<file path="config.mk">
export PLATFORM = sky130hd
export DESIGN_NAME = chan_buffer
export DESIGN_NICKNAME = d
export VERILOG_FILES = /design/src/rtl/buffer_pkg.sv /design/src/rtl/buffer_mem.sv /design/src/rtl/chan_buffer.sv
export SDC_FILE = /design/constraint.sdc
export NUM_CORES = 1
export LEC_CHECK = 0
export ABC_AREA = 1
export CAP_MARGIN = 25
export CORE_ASPECT_RATIO = 1.25
export CORE_UTILIZATION = 62
export DETAILED_ROUTE_END_ITERATION = 10
export GPL_ROUTABILITY_DRIVEN = 0
export PLACE_DENSITY = 0.77
export SLEW_MARGIN = 15
export SYNTH_ARGS = -nofsm -noshare
export SYNTH_HDL_FRONTEND = slang
export SYNTH_SLANG_ARGS = --single-unit
</file>
<file path="constraint.sdc">
create_clock -name clk -period 3.59 [get_ports clk]
set_input_delay 0.718 -clock clk [delete_from_list [all_inputs] [get_ports clk]]
set_output_delay 0.718 -clock clk [all_outputs]
set_load 0.005 [all_outputs]
</file>
<file path="src/rtl/buffer_pkg.sv">
`default_nettype none
// +----------------------------------------------------------------------------+
// | buffer_pkg : shared types and helpers for the chan_buffer delay line       |
// | Rev 1.0 - initial release                                                  |
// +----------------------------------------------------------------------------+
package buffer_pkg;

  typedef enum logic [1:0] {
    ST_IDLE   = 2'd0,
    ST_FILL   = 2'd1,
    ST_STREAM = 2'd2,
    ST_DRAIN  = 2'd3
  } state_e;

  // Zero delay is meaningless, so it is promoted to one beat.
  function automatic int unsigned clamp_depth(input int unsigned d, input int unsigned max_d);
    if (d == 0) return 1;
    if (d > max_d) return max_d;
    return d;
  endfunction

  function automatic int unsigned chan_lsb(input int unsigned c, input int unsigned w);
    return c * w;
  endfunction

endpackage
`default_nettype wire

</file>
<file path="src/rtl/buffer_mem.sv">
`default_nettype none
// +----------------------------------------------------------------------------+
// | buffer_mem : DEPTH x W storage, one write port, combinational read port    |
// | Rev 1.0 - initial release                                                  |
// +----------------------------------------------------------------------------+
module buffer_mem #(
  parameter int W     = 32,
  parameter int DEPTH = 16,
  parameter int PTR_W = 4
) (
  input  logic             clk,
  input  logic             i_we,
  input  logic [PTR_W-1:0] i_waddr,
  input  logic [W-1:0]     i_wdata,
  input  logic [PTR_W-1:0] i_raddr,
  output logic [W-1:0]     o_rdata
);

  logic [W-1:0] mem_q [DEPTH];

  always_ff @(posedge clk) begin
    if (i_we) mem_q[i_waddr] <= i_wdata;
  end

  assign o_rdata = mem_q[i_raddr];

endmodule
`default_nettype wire

</file>
<file path="src/rtl/chan_buffer.sv">
`default_nettype none
// +----------------------------------------------------------------------------+
// | chan_buffer : multi-channel valid-gated delay line, run-time depth N        |
// | Optional drain mode enabled by defining BUFFER_FLUSH_EN                     |
// | Rev 1.0 - initial release                                                  |
// +----------------------------------------------------------------------------+
module chan_buffer
  import buffer_pkg::*;
#(
  parameter int DATA_W = 32,
  parameter int CH     = 1,
  parameter int DEPTH  = 16,
  parameter int CNT_W  = $clog2(DEPTH + 1)
) (
  input  logic                 clk,
  input  logic                 rst,
  input  logic [CH*DATA_W-1:0] i_data,
  input  logic                 i_valid,
  input  logic                 clear,
  input  logic [CNT_W-1:0]     i_depth,
  input  logic                 i_flush,
  output logic [CH*DATA_W-1:0] o_data,
  output logic                 o_valid,
  output logic                 o_busy
);

  localparam int PTR_W = (DEPTH > 1) ? $clog2(DEPTH) : 1;
  localparam int W     = CH * DATA_W;

  function automatic logic [PTR_W-1:0] ptr_sub(input logic [PTR_W-1:0] p,
                                               input logic [CNT_W-1:0] k);
    int unsigned t;
    t = 32'(p) + 32'(DEPTH) - 32'(k);
    if (t >= 32'(DEPTH)) t = t - 32'(DEPTH);
    return PTR_W'(t);
  endfunction

  function automatic logic [PTR_W-1:0] ptr_inc(input logic [PTR_W-1:0] p);
    return (32'(p) == 32'(DEPTH - 1)) ? '0 : p + 1'b1;
  endfunction

  state_e           state_q, state_d;
  logic [CNT_W-1:0] n_q, n_d, cnt_q, cnt_d, rem_q, rem_d, n_load;
  logic [PTR_W-1:0] wptr_q, wptr_d, dptr_q, dptr_d, raddr;
  logic [W-1:0]     o_data_q, o_data_d, rd_data;
  logic             o_valid_q, o_valid_d, o_busy_q, o_busy_d;
  logic             we, flush_go;

  assign n_load = CNT_W'(clamp_depth(32'(i_depth), DEPTH));

`ifdef BUFFER_FLUSH_EN
  assign flush_go = i_flush && (cnt_q != '0);
`else
  logic unused_flush;
  assign unused_flush = i_flush;
  assign flush_go     = 1'b0;
`endif

  buffer_mem #(
    .W     (W),
    .DEPTH (DEPTH),
    .PTR_W (PTR_W)
  ) u_mem (
    .clk     (clk),
    .i_we    (we),
    .i_waddr (wptr_q),
    .i_wdata (i_data),
    .i_raddr (raddr),
    .o_rdata (rd_data)
  );

  always_comb begin
    state_d   = state_q;
    n_d       = n_q;
    cnt_d     = cnt_q;
    rem_d     = rem_q;
    wptr_d    = wptr_q;
    dptr_d    = dptr_q;
    o_data_d  = o_data_q;
    o_valid_d = 1'b0;
    o_busy_d  = 1'b0;
    we        = 1'b0;
    raddr     = ptr_sub(wptr_q, n_q);

    if (rst || clear) begin
      n_d     = n_load;
      state_d = ST_IDLE;
      cnt_d   = '0;
      rem_d   = '0;
      wptr_d  = '0;
      dptr_d  = '0;
      if (rst) o_data_d = '0;
    end else if (state_q == ST_DRAIN) begin
      raddr = dptr_q;
      if (rem_q != '0) begin
        o_data_d  = rd_data;
        o_valid_d = 1'b1;
        o_busy_d  = 1'b1;
        dptr_d    = ptr_inc(dptr_q);
        rem_d     = rem_q - 1'b1;
      end else begin
        state_d = ST_IDLE;
        cnt_d   = '0;
      end
    end else if (flush_go) begin
      // The oldest stored beat leaves in the flush cycle itself.
      raddr     = ptr_sub(wptr_q, cnt_q);
      o_data_d  = rd_data;
      o_valid_d = 1'b1;
      o_busy_d  = 1'b1;
      dptr_d    = ptr_inc(raddr);
      rem_d     = cnt_q - 1'b1;
      state_d   = ST_DRAIN;
    end else if (i_valid) begin
      we     = 1'b1;
      wptr_d = ptr_inc(wptr_q);
      if (cnt_q == n_q) begin
        o_data_d  = rd_data;
        o_valid_d = 1'b1;
      end else begin
        cnt_d = cnt_q + 1'b1;
      end
      state_d = (cnt_d == n_q) ? ST_STREAM : ST_FILL;
    end
  end

  always_ff @(posedge clk) begin
    state_q   <= state_d;
    n_q       <= n_d;
    cnt_q     <= cnt_d;
    rem_q     <= rem_d;
    wptr_q    <= wptr_d;
    dptr_q    <= dptr_d;
    o_data_q  <= o_data_d;
    o_valid_q <= o_valid_d;
    o_busy_q  <= o_busy_d;
  end

  for (genvar c = 0; c < CH; c++) begin : g_chan
    assign o_data[chan_lsb(c, DATA_W) +: DATA_W] = o_data_q[chan_lsb(c, DATA_W) +: DATA_W];
  end

  assign o_valid = o_valid_q;
  assign o_busy  = o_busy_q;

endmodule
`default_nettype wire

</file>
# --- Word level (Yosys, flattened, before mapping) ---
# Memory sizes are Yosys's and may differ from the RTL's.
# Index checks and enable logic that the tools add are counted.
word_totals:
  register_bits: 59
  mem_bits_rw: 512
  in_bits: 42
  wordCells: 77
  mem_count: 1
op_classes:
  addsub: 7
  magnitude_cmp: 2
  n_eq_ne: 8
  mux: 38
  bitwise: 1
  reduce_logical: 11
mem_list:
  columns: ["name", "depth", "width", "rd", "rd_clocked_by_memory_dff", "write_ports", "line", "rtl"]
  rows:
  - ["u_mem.mem_q", 16, 32, 1, 0, 1, "buffer_mem.sv:19", "logic [W-1:0] mem_q [DEPTH];"]
ops:
  columns: ["cell", "count"]
  rows:
  - ["two-way mux 32 bit", 6]
  - ["two-way mux 5 bit", 10]
  - ["greater-or-equal comparator 32 x 5 -> 1 bit (second input constant)", 1]
  - ["two-way mux 4 bit", 5]
  - ["two-way mux 1 bit", 13]
  - ["== test 5 bit", 2]
  - ["adder 4 x 1 -> 4 bit (second input constant)", 2]
  - ["== test 4 bit (second input constant)", 2]
  - ["two-way mux 2 bit", 4]
  - ["subtractor 6 x 5 -> 7 bit", 1]
  - ["adder 4 x 5 -> 6 bit (second input constant)", 1]
  - ["AND reduction 2 bit", 3]
  - ["nonzero test 3 bit", 2]
  - ["adder 5 x 1 -> 5 bit (second input constant)", 1]
  - ["> comparator 5 bit (second input constant)", 1]
  - ["logical NOT 5 bit", 1]
  - ["nonzero test 5 bit", 1]
  - ["subtractor 5 x 1 -> 5 bit (second input constant)", 1]
  - ["inequality test 2 bit (second input constant)", 2]
  - ["AND reduction 4 bit", 1]
  - ["subtractor 4 x 1 -> 4 bit (second input constant)", 1]
  - ["inequality test 3 x 2 -> 1 bit (second input constant)", 1]
  - ["== test 2 bit (second input constant)", 1]
  - ["nonzero test 2 bit", 1]
  - ["other kinds (3)", 3]

# --- Depth between registers and ports, before layout ---
# Gate-level depths: netlist of run 1.
# An unclocked memory read counts as a cell.
logic_depth:
  depth_word: 11
  mapped_depth: 13

# --- Cells and area by module ---
# Synthesis of run 1 repeated with hierarchy kept, for this count alone.
unflattened:
  hier_cells: 2416
  hier_area_um2: 24942.7
modules_own_cells:
  columns: ["mod", "n_inst", "cells_each", "area_each_um2", "seq_area_each_um2"]
  rows:
  - ["buffer_mem", 1, 2089, 22097.4, 15374.7]
  - ["chan_buffer", 1, 327, 2845.2, 1551.5]

# --- Least setup slack after synthesis of run 1 ---
# OpenSTA, ideal clock, no wires.
synth_path:
  path_type: "input -> register"
  start: "in i_valid"
  end: "mem u_mem.mem_q[0][0], enable pin"
  arrival_ns: 2.881
  required_time_ns: 3.169
  path_slack_ns: 0.288
  path_stages: 6
  n_path_buf: 0
  cell_sequence: "inv_1 -> nor2_1 -> inv_1 -> nor2_1 -> nand2_1 -> nor2_1"
synth_between:
  elab_chain_cells: 5
synth_lines:
  columns: ["element", "line", "rtl"]
  rows:
  - ["start, declared", "chan_buffer.sv:18", "input logic i_valid,"]
  - ["two-way mux 1 bit", "chan_buffer.sv:114", "end else if (i_valid) begin"]
  - ["two-way mux 1 bit", "chan_buffer.sv:93", "end else if (state_q == ST_DRAIN) begin"]
  - ["two-way mux 1 bit", "chan_buffer.sv:85", "if (rst || clear) begin"]
  - ["two-way mux 1 bit", "buffer_mem.sv:22", "if (i_we) mem_q[i_waddr] <= i_wdata;"]
  - ["two-way mux 1 bit (implied by the code)", "buffer_mem.sv:22", null]
  - ["end, declared", "buffer_mem.sv:19", null]
# Every way passes these cells.

# --- Worst setup path in the final report of run 1 ---
layout_path:
  start: "reg cnt_q[2]"
  end: "reg o_data_q[9], in the netlist o_data[9], enable pin"
layout_between:
  elab_chain_cells: 3
layout_lines:
  columns: ["element", "line", "rtl"]
  rows:
  - ["start, declared", "chan_buffer.sv:43", "logic [CNT_W-1:0] n_q, n_d, cnt_q, cnt_d, rem_q, rem_d, n_load;"]
  - ["start signal, assigned", "chan_buffer.sv:130", "cnt_q <= cnt_d;"]
  - ["== test 5 bit", "chan_buffer.sv:117", "if (cnt_q == n_q) begin"]
  - ["nonzero test 3 bit (no line)", null, null]
  - ["AND reduction 4 bit (no line)", null, null]
  - ["end signal, assigned", "chan_buffer.sv:134", "o_data_q <= o_data_d;"]
  - ["end, declared", "chan_buffer.sv:45", "logic [W-1:0] o_data_q, o_data_d, rd_data;"]
# Every way passes these cells.
# A chain may end at the register's enable or synchronous reset.

==> run summary, run 1 <==
status -> completed
required time worst endpoint -> 3.82 ns
Critical-path top delay cell -> nor2_4
Clock Skews -> 0.02798 ns
Layout area overhead -> 14.04%
global-route usage over all layers -> 29.13%
peak supply drop -> 0.5419 mV
switch share -> 25.82%
synthesis-stage register bit count -> 571
CTS clk-pin slew, worst paths -> 0.06 ns
Post-CTS Setup Bufs -> 0
hold buffer count at cts -> 0
path depth of the worst reg2reg path -> 9
average wire per standard cell -> 19.24 um
Max Fclk -> 0.3272 GHz
# setup viols final -> 0
Final TNS setup -> 0 ns
Inserted Clock Buffers -> 53
layout cells sized above 1 -> 6.481%
ANT nets after route -> 0
relative slew slack -> 49.02%
H-tree Lvls -> 2
core area -> 39320 um^2
Inserted Diodes -> 0
sw power -> 3.908 mW
Vias -> 17302
Root Driver -> clkbuf_16
Slew @ Worst Pin -> 0.7629 ns
Ys Warns -> 0
Die ar. -> 41000 um^2
Setup WS post-layout -> 0.5342 ns
Synth cell types -> 29
Max Slew Vio Count -> 0
Worst path max stage delay -> 0.58 ns
Pint -> 11.23 mW
I/O pins -> 76
grt met1 use -> 35.50%
Syn Nets -> 2482
max cap viols -> 0
first drt pass iteration count -> 6
worst-path cell chain -> inv_1 > nand2_1 > nand2_1 > nor2_1 > nand3_1 > nor2_1 > nor2_1 > nor2_4 > buf_4
die height -> 226.1 um
PortBufs -> 74
initial drt markers -> 1764
GR met2 Demand/Resource -> 51.19%
RSZ-0062 raised after global routing -> false
worst skew pair latency -> 0.58 ns
number of global-route vias before repair -> 17256
clock network fraction of total power -> 35.5%
final net count -> 2565
Post-Route WL -> 58580 um
CP Data Arrival Time -> 3.28 ns
share of power burned in registers -> 49.0%
Hold WC Path Type -> reg -> reg
Cell Pwr Density -> 532.7 nW/um^2
Hold Path Cell Cnt -> 1
global routing usage on met3 -> 4.322%
clk sinks -> 571
row count -> 81
critical path class -> reg -> reg
largest net degree at the start of global routing -> 79
PostCTS Resize Cnt -> 0
Congestion Overflow GR -> 0
busiest layer in global routing -> met2
final worst path period share -> 85.12%
Via-to-Cell Ratio -> 5.684
Starting Density -> 63.37%
initial antenna violation count -> 2
logic gate share of total power -> 15.5%
CTS tree -> done
Place WS -> 0.2202 ns
Post-Route Utilization -> 72.26%
Detailed Place HPWL -> 33010 um
Crit Path Max Fanout -> 17
first-pass GRT wire length -> 90600 um
syn avg cell area -> 10.27 um^2
Seq/Total Area, Yosys -> 67.93%
CTS max path bufs -> 3
DRC viols -> 0
Worst setup EP type -> flop
static leakage -> 12.08 nW
Cells after Synth -> 2426
Die W -> 181.3 um
Synth Cell Area -> 24920 um^2
final hold violations -> 0
critical path startpoint category -> flop
fin crit period -> 3.056 ns
Crit path top cell by count -> nor2_1
[power by group through the flow]
stage,Combinational [mW],Clock (mW),Sequential (mW)
after global placement,2.23,0,7.55
after floorplan,1.42,0,7.56
final,2.34,5.38,7.42
after global routing,2.55,5.68,7.42
after CTS,2.33,5.43,7.42
after detailed placement,2.30,0,7.56
[metal layers]
metal / vias to the layer above / part of all wire (%)
met4: 4 / 4.4
met2: 913 / 50
met1: 8172 / 37
li1: 8001 / -
met5: - / 0.053
met3: 212 / 8.6
[critical path: cells and delay by family, from the launching register on]
family,cells,cell delay (ns)
DFF,1,0.43
buffers and inverters,2,0.57
and+or+nand+nor,7,1.67
[cell type report]
class	instances	area, um^2
tap	498	623.1
timing repair buffer	140	1574
multi-input combinational	1185	5570
inverter	558	2095
clock inverter	31	271.5
fill	2609	10910
sequential	571	16930
clock buffer	61	1356
[cell usage after synthesis]
cell type  count  area (um^2)
a21boi_0       1        7.510
a21o_1         1        7.510
a21oi_1       48        240.2
buf_1          3        11.26
buf_2         67        335.3
buf_4          5        37.54
clkbuf_1      37        138.9
clkinv_1       1        3.750
dfxtp_1       22        440.4
edfxtp_1     549        16490
fa_1           1        20.02
ha_1          13        162.7
inv_1        555         2083
inv_2          2        7.510
nand2_1      544         2042
nand2_2        1        6.260
nand3_1      500         2502
nand3b_1       1        7.510
nand4_1        6        37.54
nor2_1        38        142.6
nor2_4         1        11.26
nor3_1         3        15.01
nor3b_1        2        15.01
nor4_1         1        6.260
o21ai_0       13        65.06
o21ai_1        3        15.01
o21ai_2        2        17.52
xnor2_1        4        35.03
xor2_1         2        17.52
[through the flow]
stage	std cells	power, mW	hold WS, ns	instance area [um^2]
2_1_floorplan	2426	8.981	0.4324	24920
4_1_cts	3044	15.18	0.4553	28420
3_3_place_gp	2952	9.784	0.4454	26790
3_5_place_dp	2952	9.862	0.4470	26790
5_1_grt	3044	15.64	0.4738	28420
6_report	3044	15.14	0.4535	28420
[cells in the final DEF (no fill, tap or decap), drive strengths merged]
| cell type | synthesis | final |
|---|---|---|
| fa | 1 | 1 |
| clkinvlp | 0 | 1 |
| a21o | 1 | 1 |
| clkbuf | 37 | 61 |
| clkdlybuf4s50 | 0 | 74 |
| clkinv | 1 | 25 |
| inv | 557 | 558 |
| nor2 | 39 | 39 |
| nand2 | 545 | 545 |
| a21boi | 1 | 1 |
| ha | 13 | 13 |
| nand3 | 500 | 500 |
| nor3 | 3 | 3 |
| edfxtp | 549 | 549 |
| o21ai | 18 | 18 |
| nor4 | 1 | 1 |
| nand4 | 6 | 6 |
| xor2 | 2 | 2 |
| dfxtp | 22 | 22 |
| nor3b | 2 | 2 |
| nand3b | 1 | 1 |
| a21oi | 48 | 48 |
| bufinv | 0 | 5 |
| xnor2 | 4 | 4 |
| buf | 75 | 66 |
[registers in the layout (all words and copies together) (netlist names)]
| register | flops |
|---|---|
| rem_q | 5 |
| o_data | 32 |
| cnt_q | 5 |
| dptr_q | 4 |
| o_valid | 1 |
| o_busy | 1 |
| state_q | 2 |
| u_mem.mem_q | 512 |
| n_q | 5 |
| wptr_q | 4 |
[worst paths after layout]
kind / from / endpoint / slack [ns]
worst max-delay path: cnt_q[2]$_SDFFE_PP0P_ / o_data[9]$_SDFFCE_PP0P_ / 0.53
worst max register to register: cnt_q[2]$_SDFFE_PP0P_ / o_data[9]$_SDFFCE_PP0P_ / 0.53
worst min-delay path: rem_q[0]$_SDFFE_PP0P_ / rem_q[0]$_SDFFE_PP0P_ / 0.45
worst min register to register: rem_q[0]$_SDFFE_PP0P_ / rem_q[0]$_SDFFE_PP0P_ / 0.45
[cell families after synthesis]
family | after synthesis | share of synthesized area, %
XOR/XNOR | 6 | 0.2109
AND/OR/NAND/NOR | 1097 | 19.21
adder cells (fa/ha/maj) | 14 | 0.7331
buffers and inverters | 670 | 10.50
flip-flops | 571 | 67.93
AO/OA/AOI/OAI | 68 | 1.416
(Power assumes the default switching activity.)
==> run 2: changes to the inputs <==
--- a/config.mk
+++ b/config.mk
@@ -12,6 +12,7 @@
 export DETAILED_ROUTE_END_ITERATION = 10
 export GPL_ROUTABILITY_DRIVEN = 0
 export PLACE_DENSITY = 0.77
+export SETUP_SLACK_MARGIN = 0.5
 export SLEW_MARGIN = 15
 export SYNTH_ARGS = -nofsm -noshare
 export SYNTH_HDL_FRONTEND = slang
==> run 2 against run 1 <==
Compared with the run above:
- final cell count grew 0.59%
- die area is the same
- register-to-register slack gained 0.22 ns
- utilization grew 0.64 points
- via count grew 1.4%
- critical path depth grew 4
- clock skew shrank 0.011 ns
==> run summary, run 2 (synthesis gave the netlist of run 1 again) <==
Worst setup EP type -> flop
fin crit period -> 2.831 ns
die height -> 226.1 um
Detailed Place HPWL -> 32580 um
CTS max path bufs -> 3
global-route usage over all layers -> 29.87%
Biggest register -> u_mem.mem_q
I/O pins -> 76
Final Power -> 15.58 mW
Die W -> 181.3 um
first-pass GRT wire length -> 92580 um
Crit Path Max Fanout -> 67
relative slew slack -> 60.63%
Inserted Diodes -> 0
Starting Density -> 63.37%
commonest non-fill, non-tap cell in the layout -> inv_1
status -> completed
initial antenna violation count -> 0
static leakage -> 12.21 nW
Die ar. -> 41000 um^2
layout cells sized above 1 -> 7.020%
row count -> 81
most frequent cells in the layout -> inv_1, edfxtp_1, nand2_1, nand3_1, clkdlybuf4s50_1
busiest layer in global routing -> met2
worst skew pair latency -> 0.60 ns
ANT nets after route -> 0
grt met1 use -> 37.17%
Congestion Overflow GR -> 0
largest net degree at the start of global routing -> 81
Max Slew Vio Count -> 0
max cap viols -> 0
CTS clk-pin slew, worst paths -> 0.06 ns
initial drt markers -> 2126
peak supply drop -> 0.4988 mV
Hold WC Path Type -> reg -> reg
Inserted Clock Buffers -> 54
Slew @ Worst Pin -> 0.5886 ns
Final TNS setup -> 0 ns
CTS tree -> done
PortBufs -> 74
Bufs and invs on worst path -> 5
DRC viols -> 0
average wire per standard cell -> 19.65 um
final hold violations -> 0
GR met2 Demand/Resource -> 51.84%
Layout area overhead -> 15.05%
Clock Skews -> 0.01724 ns
critical path's top delay family -> buffers and inverters
Root Driver -> clkbuf_16
# setup viols final -> 0
CP Data Arrival Time -> 3.25 ns
Vias -> 17542
final worst path period share -> 78.86%
RSZ-0062 raised after global routing -> false
Worst path max stage delay -> 0.44 ns
Setup WS post-layout -> 0.7590 ns
required time worst endpoint -> 4.01 ns
core area -> 39320 um^2
Post-Route Utilization -> 72.91%
Critical-path top delay cell -> fa_1
Place WS -> 0.2070 ns
Cell Pwr Density -> 543.4 nW/um^2
first drt pass iteration count -> 8
clk sinks -> 571
final net count -> 2574
critical path class -> reg -> reg
global routing usage on met3 -> 3.838%
number of global-route vias before repair -> 17470
worst-path cell chain -> inv_1 > ha_1 > inv_1 > fa_1 > inv_1 > nand2_1 > o21ai_4 > buf_12 > buf_4 > nand3_1 > nand3_1 > nand3_1 > a21oi_1
critical path startpoint category -> flop
Max Fclk -> 0.3532 GHz
Post-Route WL -> 60170 um
Via-to-Cell Ratio -> 5.729
FF-to-FF setup slack -> 0.76 ns
flip-flop count of the largest register after layout -> 512
H-tree Lvls -> 2
[run 2: final timing paths]
| check | start | end | depth (start not counted) |
|---|---|---|---|
| max | wptr_q[0]$_SDFFE_PP0P_ | o_data[19]$_SDFFCE_PP0P_ | 13 |
| min | rem_q[0]$_SDFFE_PP0P_ | rem_q[0]$_SDFFE_PP0P_ | 1 |
| max reg2reg | wptr_q[0]$_SDFFE_PP0P_ | o_data[19]$_SDFFCE_PP0P_ | 13 |
| min reg2reg | rem_q[0]$_SDFFE_PP0P_ | rem_q[0]$_SDFFE_PP0P_ | 1 |
[run 2: power by group]
group	internal (mW)	switching [mW]	total, mW	leakage [nW]
registers	7.39	0.0257	7.41	5.17
logic	0.805	1.57	2.38	6.16
clock network	3.35	2.43	5.79	0.883
[run 2: timing repair]
action,4_1_cts,5_1_grt
setup buffers,0,1
resized for setup,0,0
setup endpoints to repair,0,18
hold buffers,0,0
[run 2: stage by stage]
step           instances  hold slack [ns]  area [um^2]
2_1_floorplan       2426           0.4324        24930
3_3_place_gp        2959           0.4440        26850
3_5_place_dp        2959           0.4617        26850
4_1_cts             3061           0.4707        28660
5_1_grt             3062           0.4984        28670
6_report            3062           0.4651        28670
[run 2: layout make-up]
class | count | area, um^2
multi-input combinational | 1185 | 5570
inverter | 558 | 2095
clock inverter | 37 | 372.9
sequential | 571 | 16930
clock buffer | 65 | 1435
fill | 2582 | 10650
tap | 498 | 623.1
timing repair buffer | 148 | 1647
[run 2: layer usage]
layer / up-vias / wire (um)
met1: 8387 / 22370
met2: 948 / 30380
met3: 181 / 4880
met5: - / 0
met4: 0 / 2546
li1: 8026 / -
[run 2: worst reg2reg max path: cells and delay by family (launching register included)]
kind	cells	cell delay, ns
buffers and inverters	5	0.90
flip-flops	1	0.41
adder cells (fa/ha/maj)	2	0.64
AND/OR/NAND/NOR	4	0.38
AO/OA/AOI/OAI	2	0.32
